<file path="src/rtl/keyboard_encode.sv">
// -----------------------------------------------------------------------------
// keyboard_encode
//
// Turns a key code plus a press/release flag into a PS/2 scan-code byte
// sequence and hands the bytes, one at a time, to a PS/2 byte transmitter.
//   press   : make code only
//   release : F0, then the make code
//
// Key code map (4-bit key input, shared with the game/test controller):
//   0 key_relesed (unsupported)   5 key_1   -> 16
//   1 key_A   -> 1C               6 key_2   -> 1E
//   2 key_S   -> 1B               7 key_3   -> 26
//   3 key_D   -> 23               8 key_4   -> 25
//   4 key_W   -> 1D               9 key_esc -> 76
//   10..15 unsupported
//
// Ports
//   clk          in   system clock, all logic on posedge
//   rst_n        in   synchronous reset, active-low
//   key          in   key code (map above)
//   key_release  in   1 = break sequence (F0 + code), 0 = make
//   key_valid    in   request
//   key_ready    out  high only while idle and able to accept
//   tx_start     out  one-cycle pulse: transmitter loads tx_data
//   tx_data      out  byte to transmit, stable from tx_start to tx_done_tick
//   tx_done_tick in   one-cycle pulse from transmitter: byte finished
//   seq_done     out  one-cycle pulse: whole sequence sent
//   err          out  one-cycle pulse: unsupported key or transmit timeout
//   state_dbg    out  current FSM state (debug/observability)
//
// Handshake: a request is taken in the cycle where key_valid and key_ready are
// both high; the requester keeps key_valid (and key/key_release) steady until
// then. key_ready drops the cycle after an accept and comes back only in the
// cycle after the seq_done or timeout err pulse, so a completion pulse and a
// new accept never share a cycle.
// -----------------------------------------------------------------------------
module keyboard_encode #(
  parameter int GAP_CYCLES     = 16,
  parameter int TIMEOUT_CYCLES = 2000000
) (
  input  logic       clk,
  input  logic       rst_n,
  input  logic [3:0] key,
  input  logic       key_release,
  input  logic       key_valid,
  output logic       key_ready,
  output logic       tx_start,
  output logic [7:0] tx_data,
  input  logic       tx_done_tick,
  output logic       seq_done,
  output logic       err,
  output logic [2:0] state_dbg
);

  // One counter serves both the inter-byte gap and the per-byte timeout.
  localparam int CNT_MAX = (TIMEOUT_CYCLES > GAP_CYCLES) ? TIMEOUT_CYCLES : GAP_CYCLES;
  localparam int CNT_W   = $clog2(CNT_MAX + 1);

  localparam logic [CNT_W-1:0] GAP_LAST = CNT_W'(GAP_CYCLES - 1);
  localparam logic [CNT_W-1:0] TO_LAST  = CNT_W'(TIMEOUT_CYCLES - 1);
  localparam logic [CNT_W-1:0] CNT_ONE  = CNT_W'(1);

  localparam logic [7:0] BREAK_PREFIX = 8'hF0;

  typedef enum logic [2:0] {
    IDLE       = 3'd0,
    START_F0   = 3'd1,
    WAIT_F0    = 3'd2,
    GAP        = 3'd3,
    START_CODE = 3'd4,
    WAIT_CODE  = 3'd5
  } state_t;

  state_t           state_q, state_d;
  logic [CNT_W-1:0] cnt_q, cnt_d;
  logic [7:0]       code_q, code_d;
  logic [7:0]       tx_data_d;
  logic             tx_start_d;
  logic             seq_done_d;
  logic             err_d;
  logic             timeout_d;
  logic             key_ready_d;

  // Scan-code lookup for the incoming key.
  logic [7:0] map_code;
  logic       map_ok;

  always_comb begin
    map_code = 8'h00;
    map_ok   = 1'b1;
    case (key)
      4'd1:    map_code = 8'h1C;
      4'd2:    map_code = 8'h1B;
      4'd3:    map_code = 8'h23;
      4'd4:    map_code = 8'h1D;
      4'd5:    map_code = 8'h16;
      4'd6:    map_code = 8'h1E;
      4'd7:    map_code = 8'h26;
      4'd8:    map_code = 8'h25;
      4'd9:    map_code = 8'h76;
      default: map_ok   = 1'b0;
    endcase
  end

  // Next-state and next-output logic. Every output is registered, so the
  // *_d values here appear on the ports one cycle later.
  always_comb begin
    state_d    = state_q;
    cnt_d      = cnt_q;
    code_d     = code_q;
    tx_data_d  = tx_data;
    tx_start_d = 1'b0;
    seq_done_d = 1'b0;
    err_d      = 1'b0;
    timeout_d  = 1'b0;

    case (state_q)
      IDLE: begin
        if (key_valid && key_ready) begin
          if (!map_ok) begin
            err_d = 1'b1;
          end else begin
            code_d     = map_code;
            tx_start_d = 1'b1;
            if (key_release) begin
              state_d   = START_F0;
              tx_data_d = BREAK_PREFIX;
            end else begin
              state_d   = START_CODE;
              tx_data_d = map_code;
            end
          end
        end
      end

      // tx_start is high during this cycle; a done tick seen now belongs to
      // an earlier byte and is deliberately ignored.
      START_F0: begin
        state_d = WAIT_F0;
        cnt_d   = '0;
      end

      // The tick is tested before the timeout so it wins a same-cycle tie.
      WAIT_F0: begin
        if (tx_done_tick) begin
          state_d = GAP;
          cnt_d   = '0;
        end else if (cnt_q == TO_LAST) begin
          state_d   = IDLE;
          err_d     = 1'b1;
          timeout_d = 1'b1;
        end else begin
          cnt_d = cnt_q + CNT_ONE;
        end
      end

      // Stays GAP_CYCLES cycles, then launches the make code.
      GAP: begin
        if (cnt_q == GAP_LAST) begin
          state_d    = START_CODE;
          tx_start_d = 1'b1;
          tx_data_d  = code_q;
        end else begin
          cnt_d = cnt_q + CNT_ONE;
        end
      end

      START_CODE: begin
        state_d = WAIT_CODE;
        cnt_d   = '0;
      end

      WAIT_CODE: begin
        if (tx_done_tick) begin
          state_d    = IDLE;
          seq_done_d = 1'b1;
        end else if (cnt_q == TO_LAST) begin
          state_d   = IDLE;
          err_d     = 1'b1;
          timeout_d = 1'b1;
        end else begin
          cnt_d = cnt_q + CNT_ONE;
        end
      end

      default: begin
        state_d = IDLE;
        cnt_d   = '0;
      end
    endcase

    // Ready is held low through the completion pulse of a sequence. An
    // unsupported-key err is raised from IDLE and leaves ready up.
    key_ready_d = (state_d == IDLE) && !seq_done_d && !timeout_d;
  end

  always_ff @(posedge clk) begin
    if (!rst_n) begin
      state_q   <= IDLE;
      cnt_q     <= '0;
      code_q    <= 8'h00;
      key_ready <= 1'b1;
      tx_start  <= 1'b0;
      tx_data   <= 8'h00;
      seq_done  <= 1'b0;
      err       <= 1'b0;
    end else begin
      state_q   <= state_d;
      cnt_q     <= cnt_d;
      code_q    <= code_d;
      key_ready <= key_ready_d;
      tx_start  <= tx_start_d;
      tx_data   <= tx_data_d;
      seq_done  <= seq_done_d;
      err       <= err_d;
    end
  end

  assign state_dbg = state_q;

endmodule

</file>
<file path="config.mk">
export PLATFORM = sky130hd
export DESIGN_NAME = keyboard_encode
export DESIGN_NICKNAME = d
export VERILOG_FILES = /design/src/rtl/keyboard_encode.sv
export SDC_FILE = /design/constraint.sdc
export NUM_CORES = 1
export LEC_CHECK = 0
export ABC_AREA = 1
export BUFFER_PORTS_ARGS = -buffer_cell sky130_fd_sc_hd__buf_2
export CAP_MARGIN = 20
export CORE_MARGIN = 2
export CORE_UTILIZATION = 40
export CTS_CLUSTER_DIAMETER = 30
export DETAILED_ROUTE_END_ITERATION = 16
export GPL_ROUTABILITY_DRIVEN = 0
export PLACE_DENSITY = 0.67
export SLEW_MARGIN = 30
export SYNTH_ARGS = -nofsm -noshare
export SYNTH_HDL_FRONTEND = slang
export SYNTH_SLANG_ARGS = --single-unit
export TNS_END_PERCENT = 20
</file>
<file path="constraint.sdc">
create_clock -name clk -period 2.2 [get_ports clk]
set_input_delay 0.33 -clock clk [delete_from_list [all_inputs] [get_ports clk]]
set_output_delay 0.33 -clock clk [all_outputs]
set_load 0.01 [all_outputs]
</file>
==> key figures, run 1 <==
Run status
  • Status: complete, no violations

Place
  • Hpwl dp: ~5.0 mm
  • I/O Buffers: 23
  • Post-place instance area: roughly 2800 um^2
  • Post-Place Setup Slack: 0.2604 ns

Detailed routing
  • DR WL/cell: roughly 12 um
  • Post-route ant nets: 0
  • Final WL: 6.687 mm
  • DRT iter0 DRCs: between 150 and 200
  • Top layer in use: met4
  • Post-route DRC violation count: 0
  • Met3 Wirelength: 362 um
  • Metal2 WL: 3.074 mm
  • First-pass DRT Iterations: 5
  • Via/cell ratio: 5.181
  • Vias: 2808
  • M1 WL: about 3.2 mm

STA
  • Clock Skews: 0.003571 ns
  • Final period demand of the worst path: 1.983 ns
  • Slew HR: 73.15%
  • Worst Slack Setup Final: between 0.2 and 0.25 ns
  • Worst-Margin Slew: 0.4013 ns
  • Final slew viol count: 0
  • RSZ-0062 raised after global routing: yes
  • Hold_ws: 0.3210 ns
  • Final Cycle Share: 90.16%
  • Fmax: 504.2 MHz
  • Hold Vio Cnt, Final: 0
  • Setup-failing EPs final: 0

Clocking
  • Worst-skew pair later-pin latency: 0.30 ns
  • Root Driver: clkbuf_8
  • CTS H-tree lvls: 2
  • Hold_buf cts: 0
  • Post-CTS Setup Repair Bufs: 0
  • CTS clk-pin slew, worst paths: ~0.09 ns
  • Post_cts resized: 0
  • Clock buffer depth: 2
  • CTS buffer count: 5
  • CTS tree: built
  • Clk sinks: 43

Setup path
  • Crit path cell chain: ha_1 -> nand3_1 -> nor2_1 -> nand4_2 -> nand2_2 -> nor2_1 -> nand3_1 -> nand2_1 -> nor2_1
  • Worst endpoint required time: 2.45 ns
  • Largest stage delay on the critical path: 0.39 ns
  • Nature of the critical path endpoint: register
  • CP max stage cell: dfxtp_1
  • Critical path type: reg2reg
  • Most frequent CP cell: nor2_1
  • Worst Path Max Fanout: 20
  • Crit path arrival time: 2.23 ns
  • CP bufs+invs: 0
  • Top delay family on crit path: simple AND/OR/NAND/NOR gates
  • CP startpoint kind: register

Global routing
  • Congestion Overflow GR: 0
  • Initial antenna violation count: 0
  • Largest net degree at the start of global routing: 23
  • Vias in the first global route: between 2000 and 3000
  • First-pass GRT wire length: 11.35 mm
  • Total track usage: 19.11%

Cells and area
  • Final Instance Area: 2909 um^2
  • Nets: 474
  • Layout area overhead: 12.21%
  • Antenna diodes: 0
  • Layout cells sized above 1: 10.75%
  • Fill cells: about 690

Synth
  • Post-synth top area share: 33.20%
  • Syn_nets: ~450
  • Top cells by area, synth: dfxtp_1 (33%), nand2_1 (17%), nor2_1 (11%)
  • Synth Cell Area: 2592 um^2
  • EDFF count, synth: 0
  • Count leader, synth: nand2_1
  • Synthesis Warnings: 0
  • FFs w/ async S/R, synth: 0%
  • Syn Area/Cell: 5.932 um^2
  • Synth area leader: dfxtp_1
  • Ys flop type: dfxtp_1
  • Netlist cell types: 28
  • Yosys reg bits: 43
  • Commonest cells in the synthesized netlist: nand2_1 (118), nor2_1 (79), inv_1 (53)
  • Register area share after synthesis: 33.20%
  • Post-Synthesis Cells: 437

Floorplan
  • Chip width: 84.51 um
  • Die footprint: 7141 um^2
  • Core area: 6314 um^2
  • Rows: 29
  • Die height: 84.51 um
  • Initial core utilization: 41.06%
  • IO Pins: 24

Pwr
  • Power Dens Cells: 833.6 nW/um^2
  • LEAKAGE: 1.363 nW
  • Total chip power: 0.002425 W
  • Peak VDD IR: ~0.63 mV

Min path
  • Hold crit path type: in2reg

Flow run
  • MaxCap Viol Count: 0
## cell type report
type	count	area (um^2)	area share [%]
multi-input combinational	328	1461	50.24
clock buffer	5	68.82	2.366
inverter	57	214.0	7.355
clock inverter	3	47.55	1.634
timing repair buffer	29	160.2	5.505
sequential	43	860.8	29.59
tap	77	96.34	3.312
## final timing paths
check	endpoint	depth (start not counted)	slack [ns]	from
min	tx_data[7]$_SDFFE_PN0P_	3	0.32	key_release
max	cnt_q[18]$_SDFFE_PN0P_	9	0.22	cnt_q[0]$_SDFFE_PN0P_
min reg2reg	tx_data[7]$_SDFFE_PN0P_	2	0.47	tx_data[7]$_SDFFE_PN0P_
max reg2reg	cnt_q[18]$_SDFFE_PN0P_	9	0.22	cnt_q[0]$_SDFFE_PN0P_
## routing by layer
metal,track usage (%),vias up
met5,0,-
met4,4.906,0
met3,3.343,13
met2,31.64,94
met1,25.81,1254
li1,-,1447
## report_power, final
| part | switching, W | leakage [nW] | internal (W) |
|---|---|---|---|
| sequential | 0.0000757 | 0.350 | 0.000881 |
| clock | 0.000307 | 0.0587 | 0.000345 |
| combinational | 0.000559 | 0.955 | 0.000257 |
## cells in the final DEF (no fill, tap or decap)
cell type / Yosys / routed
nand2_1: 118 / 118
nor2_1: 79 / 79
inv_1: 53 / 53
dfxtp_1: 43 / 43
nand3_1: 37 / 37
a21oi_1: 36 / 36
o21ai_0: 27 / 27
buf_2: 3 / 23
nand4_1: 9 / 9
buf_4: 1 / 6
nor3_1: 5 / 5
clkbuf_8: 0 / 5
nor2_2: 4 / 4
inv_2: 3 / 3
o21ai_1: 2 / 2
nand3_4: 1 / 1
nand3_2: 1 / 1
nand4_2: 1 / 1
nand2_2: 1 / 1
nor2_4: 1 / 1
o22ai_1: 1 / 1
a32oi_1: 1 / 1
o211ai_1: 1 / 1
clkinv_1: 1 / 1
a31oi_1: 1 / 1
or2_2: 1 / 1
ha_1: 1 / 1
bufinv_16: 0 / 1
inv_6: 0 / 1
clkinv_4: 0 / 1
## cells by family after synthesis
| group | Yosys count | synth area share [%] |
|---|---|---|
| simple gates | 258 | 42.23 |
| compound gates | 69 | 13.66 |
| buf+inv | 66 | 10.42 |
| flops | 43 | 33.20 |
| fa+ha+maj | 1 | 0.4825 |
## registers in the layout, indices dropped and copies added (netlist names)
signal / cells
cnt_q: 21
err: 1
key_ready: 1
seq_done: 1
state_dbg: 3
tx_start: 1
tx_data: 8
code_q: 7
## stage by stage
stage,TNS (ns),util [%],instances
6_report,0,46.08,542
5_1_grt,-0.01531,46.08,542
4_1_cts,0,46.08,542
3_5_place_dp,0,44.23,534
3_3_place_gp,0,44.23,534
2_1_floorplan,0,-,437
## worst min-delay path, cell delays in order
cell and delay [ns]:
buf_2 0.11, nand2_1 0.08, a21oi_1 0.06
No activity file was read; power rests on OpenSTA's default activity.
==> inputs of run 2 (changes only) <==
--- a/config.mk
+++ b/config.mk
@@ -5,7 +5,6 @@
 export SDC_FILE = /design/constraint.sdc
 export NUM_CORES = 1
 export LEC_CHECK = 0
-export ABC_AREA = 1
 export BUFFER_PORTS_ARGS = -buffer_cell sky130_fd_sc_hd__buf_2
 export CAP_MARGIN = 20
 export CORE_MARGIN = 2
@@ -13,7 +12,7 @@
 export CTS_CLUSTER_DIAMETER = 30
 export DETAILED_ROUTE_END_ITERATION = 16
 export GPL_ROUTABILITY_DRIVEN = 0
-export PLACE_DENSITY = 0.67
+export PLACE_DENSITY = 0.68
 export SLEW_MARGIN = 30
 export SYNTH_ARGS = -nofsm -noshare
 export SYNTH_HDL_FRONTEND = slang
==> key figures, run 2 <==
Run status
  • Status: complete, no violations

Setup path
  • Largest stage delay on the critical path: 0.35 ns
  • Worst Path Max Fanout: 8
  • CP startpoint kind: register
  • Critical path type: reg2reg
  • Worst endpoint required time: 2.43 ns
  • R2R cell count: 8
  • Crit path cell chain: ha_1 -> and3_2 -> and4_1 -> a31oi_2 -> o311ai_4 -> buf_4 -> or3_1 -> a21oi_1
  • Worst R2R Setup Slack: roughly 0.012 ns
  • Crit path arrival time: 2.42 ns
  • Reg2Reg Capture Point: cnt_q[18]$_SDFFE_PN0P_
  • Worst R2R Start: cnt_q[0]$_SDFFE_PN0P_
  • CP max stage cell: dfxtp_2
  • Nature of the critical path endpoint: register

Pwr
  • LEAKAGE: 1.069 nW
  • Peak VDD IR: 0.3974 mV
  • Power Dens Cells: 746.2 nW/um^2

Synth
  • Largest family of logic cells by synthesized area: compound AO/OA/AOI/OAI gates
  • Ys flop type: dfxtp_1
  • Synthesis Warnings: 0
  • Post-Synth Simple-Gate Area: 28.71%
  • Post-synthesis mux area share: between 1 and 1.5%
  • Synth Cell Area: 2471 um^2
  • Post-synthesis adder-cell area fraction: less than 1%
  • Yosys reg bits: 43
  • Synth area leader: dfxtp_1
  • Count leader, synth: dfxtp_1
  • Commonest cells in the synthesized netlist: dfxtp_1 (43), nor2_1 (38), nand2_1 (36)
  • Post-Synth XOR/XNOR Area: roughly 1.1%
  • Syn Area/Cell: about 7.7 um^2
  • Syn_nets: about 330
  • EDFF count, synth: 0
  • Top cells by area, synth: dfxtp_1 (35%), nor2_1 (5.8%), nand2_1 (5.5%)
  • Netlist cell types: 58
  • Post-synth top area share: 34.84%
  • Post-synthesis compound-gate area fraction: 28.76%
  • FFs w/ async S/R, synth: 0%
  • Post-Synthesis Cells: ~320
  • Register area share after synthesis: between 30% and 40%

Global routing
  • Total track usage: 20.10%
  • Initial antenna violation count: 0
  • First-pass GRT wire length: between 10 and 15 mm
  • Congestion Overflow GR: 0
  • Largest net degree at the start of global routing: 22
  • Vias in the first global route: 2213

Place
  • Hpwl dp: 4.703 mm
  • Post-Place Setup Slack: 0.05275 ns
  • Placed cell count: 423
  • Post-place instance area: 2758 um^2
  • I/O Buffers: 23

Cells and area
  • Max FFs per register: 21
  • Fill cells: 603
  • Layout area overhead: 16.00%
  • Nets: 366
  • Most frequent cells in the layout: dfxtp_1 (42), nor2_1 (37), nand2_1 (36)
  • Most common cell after layout, fill and taps aside: dfxtp_1
  • Antenna diodes: 0
  • Post-route insts no fill: 432
  • Utilization after layout: 48.13%
  • Largest Register: cnt_q
  • Layout cells sized above 1: roughly 21%
  • Regs by FF count: cnt_q x21, tx_data x8, code_q x7
  • Final Instance Area: 2867 um^2

Clocking
  • Clk sinks: 43
  • CTS clk-pin slew, worst paths: 0.09 ns
  • CTS tree: built
  • CTS H-tree lvls: 2
  • Root Driver: clkbuf_8
  • Worst-skew pair later-pin latency: 0.30 ns
  • Hold_buf cts: 0
  • CTS buffer count: 5
  • Clock buffer depth: 2

Min path
  • Hold endpoint: state_dbg[0]$_SDFF_PN0_
  • Origin of the worst min-delay path: rst_n
  • Hold path depth: 2
  • Hold crit path type: in2reg

Floorplan
  • Chip width: 82.60 um
  • Die height: 82.60 um
  • Die footprint: 6823 um^2
  • IO Pins: 24
  • Initial core utilization: 41.49%
  • Core area: about 6000 um^2
  • Rows: 28

Flow run
  • MaxCap Viol Count: 0

Detailed routing
  • DRT iter0 DRCs: ~270
  • Post-route ant nets: 0
  • Final WL: 6.566 mm
  • Via/cell ratio: 5.995
  • Vias: 2590
  • DR WL/cell: 15.20 um
  • Post-route DRC violation count: 0
  • First-pass DRT Iterations: 5

STA
  • Final period demand of the worst path: 2.188 ns
  • Final slew viol count: 0
  • RSZ-0062 raised after global routing: yes
  • Fmax: 457.0 MHz
  • Final Cycle Share: 99.46%
  • Worst-Margin Slew: 0.6133 ns
  • Clock Skews: 0.005845 ns
  • Worst Slack Setup Final: 0.01188 ns
  • Hold Vio Cnt, Final: 0
  • Setup-failing EPs final: 0
  • TNS Setup: 0 ns
  • Slew HR: 58.68%
[run 2: changes by cell type in the layout (fill, tap and decap cells not counted), sizes merged, moves of 6 or more]
cell / change
a31oi: +11
nand2: -81
and3: +8
nor4: +6
nand3: -30
nor2: -45
a22oi: +6
buf: +19
inv: -52
a211oi: +8
a21oi: -13
nor2b: +6
[run 2: cell families (layout without fill, tap and decap cells)]
family	Yosys count	in the layout
compound gates	104	104
xor+xnor	3	3
fa+ha+maj	1	1
buf+inv	25	61
flops	43	43
mux	3	3
simple gates	142	142
[run 2: report_power, final]
group	leakage [nW]	total (W)	internal (W)	switching [W]
logic	0.678	0.000711	0.000283	0.000428
clock network	0.0412	0.000516	0.000223	0.000294
registers	0.349	0.000912	0.000848	0.0000638
[run 2: worst max-delay path: cells and delay by family (launching register included)]
family | cells | cell delay (ns)
simple gates | 3 | 0.80
buf+inv | 1 | 0.19
fa+ha+maj | 1 | 0.23
compound gates | 3 | 0.55
flops | 1 | 0.35
[run 2: layout make-up]
type                            instances  area (um^2)  share of cell area (%)
Timing Repair Buffer                   48        302.8                   10.56
Clock inverter                          2        12.51                  0.4365
Sequential cell                        43        862.1                   30.07
Inverter                                5        18.77                  0.6547
Multi-Input combinational cell        253         1504                   52.47
Tap cell                               75        93.84                   3.274
Clock buffer                            6        72.57                   2.532
[run 2: metrics by stage]
stage | total power (W) | hold slack (ns)
finish | 0.002139 | 0.3710
global route | 0.002256 | 0.3634
CTS | 0.002116 | 0.3529
detailed placement | 0.001607 | 0.4425
global placement | 0.001595 | 0.4404
floorplan | 0.001407 | 0.4549
[run 2: routing by layer]
| layer | vias up | wire [um] | GRT usage (%) |
|---|---|---|---|
| met5 | - | 0 | 0 |
| met1 | 1209 | 3046 | 28.23 |
| met4 | 0 | 102 | 6.557 |
| met2 | 113 | 2986 | 31.21 |
| met3 | 9 | 431 | 3.478 |
| li1 | 1259 | - | - |
[run 2: worst max-delay path by stage]
stage                     slack, ns                       to                   from  depth (start not counted)
after floorplan                0.14     key_ready$_SDFF_PN1_  cnt_q[0]$_SDFFE_PN0P_                          7
after global placement         0.13     key_ready$_SDFF_PN1_  cnt_q[0]$_SDFFE_PN0P_                          6
after detailed placement       0.05   cnt_q[12]$_SDFFE_PN0P_  cnt_q[0]$_SDFFE_PN0P_                          7
after CTS                      0.01  tx_data[5]$_SDFFE_PN0P_  cnt_q[0]$_SDFFE_PN0P_                          7
after global routing          -0.08   cnt_q[18]$_SDFFE_PN0P_  cnt_q[0]$_SDFFE_PN0P_                          8
final                          0.01   cnt_q[18]$_SDFFE_PN0P_  cnt_q[0]$_SDFFE_PN0P_                          8
[run 2: timing repair]
item                                    in CTS  in global routing
endpoints found under the hold margin        0                  0
resized for setup                            0                  7
setup buffers                                0                  1
endpoints found under the setup margin       0                 23
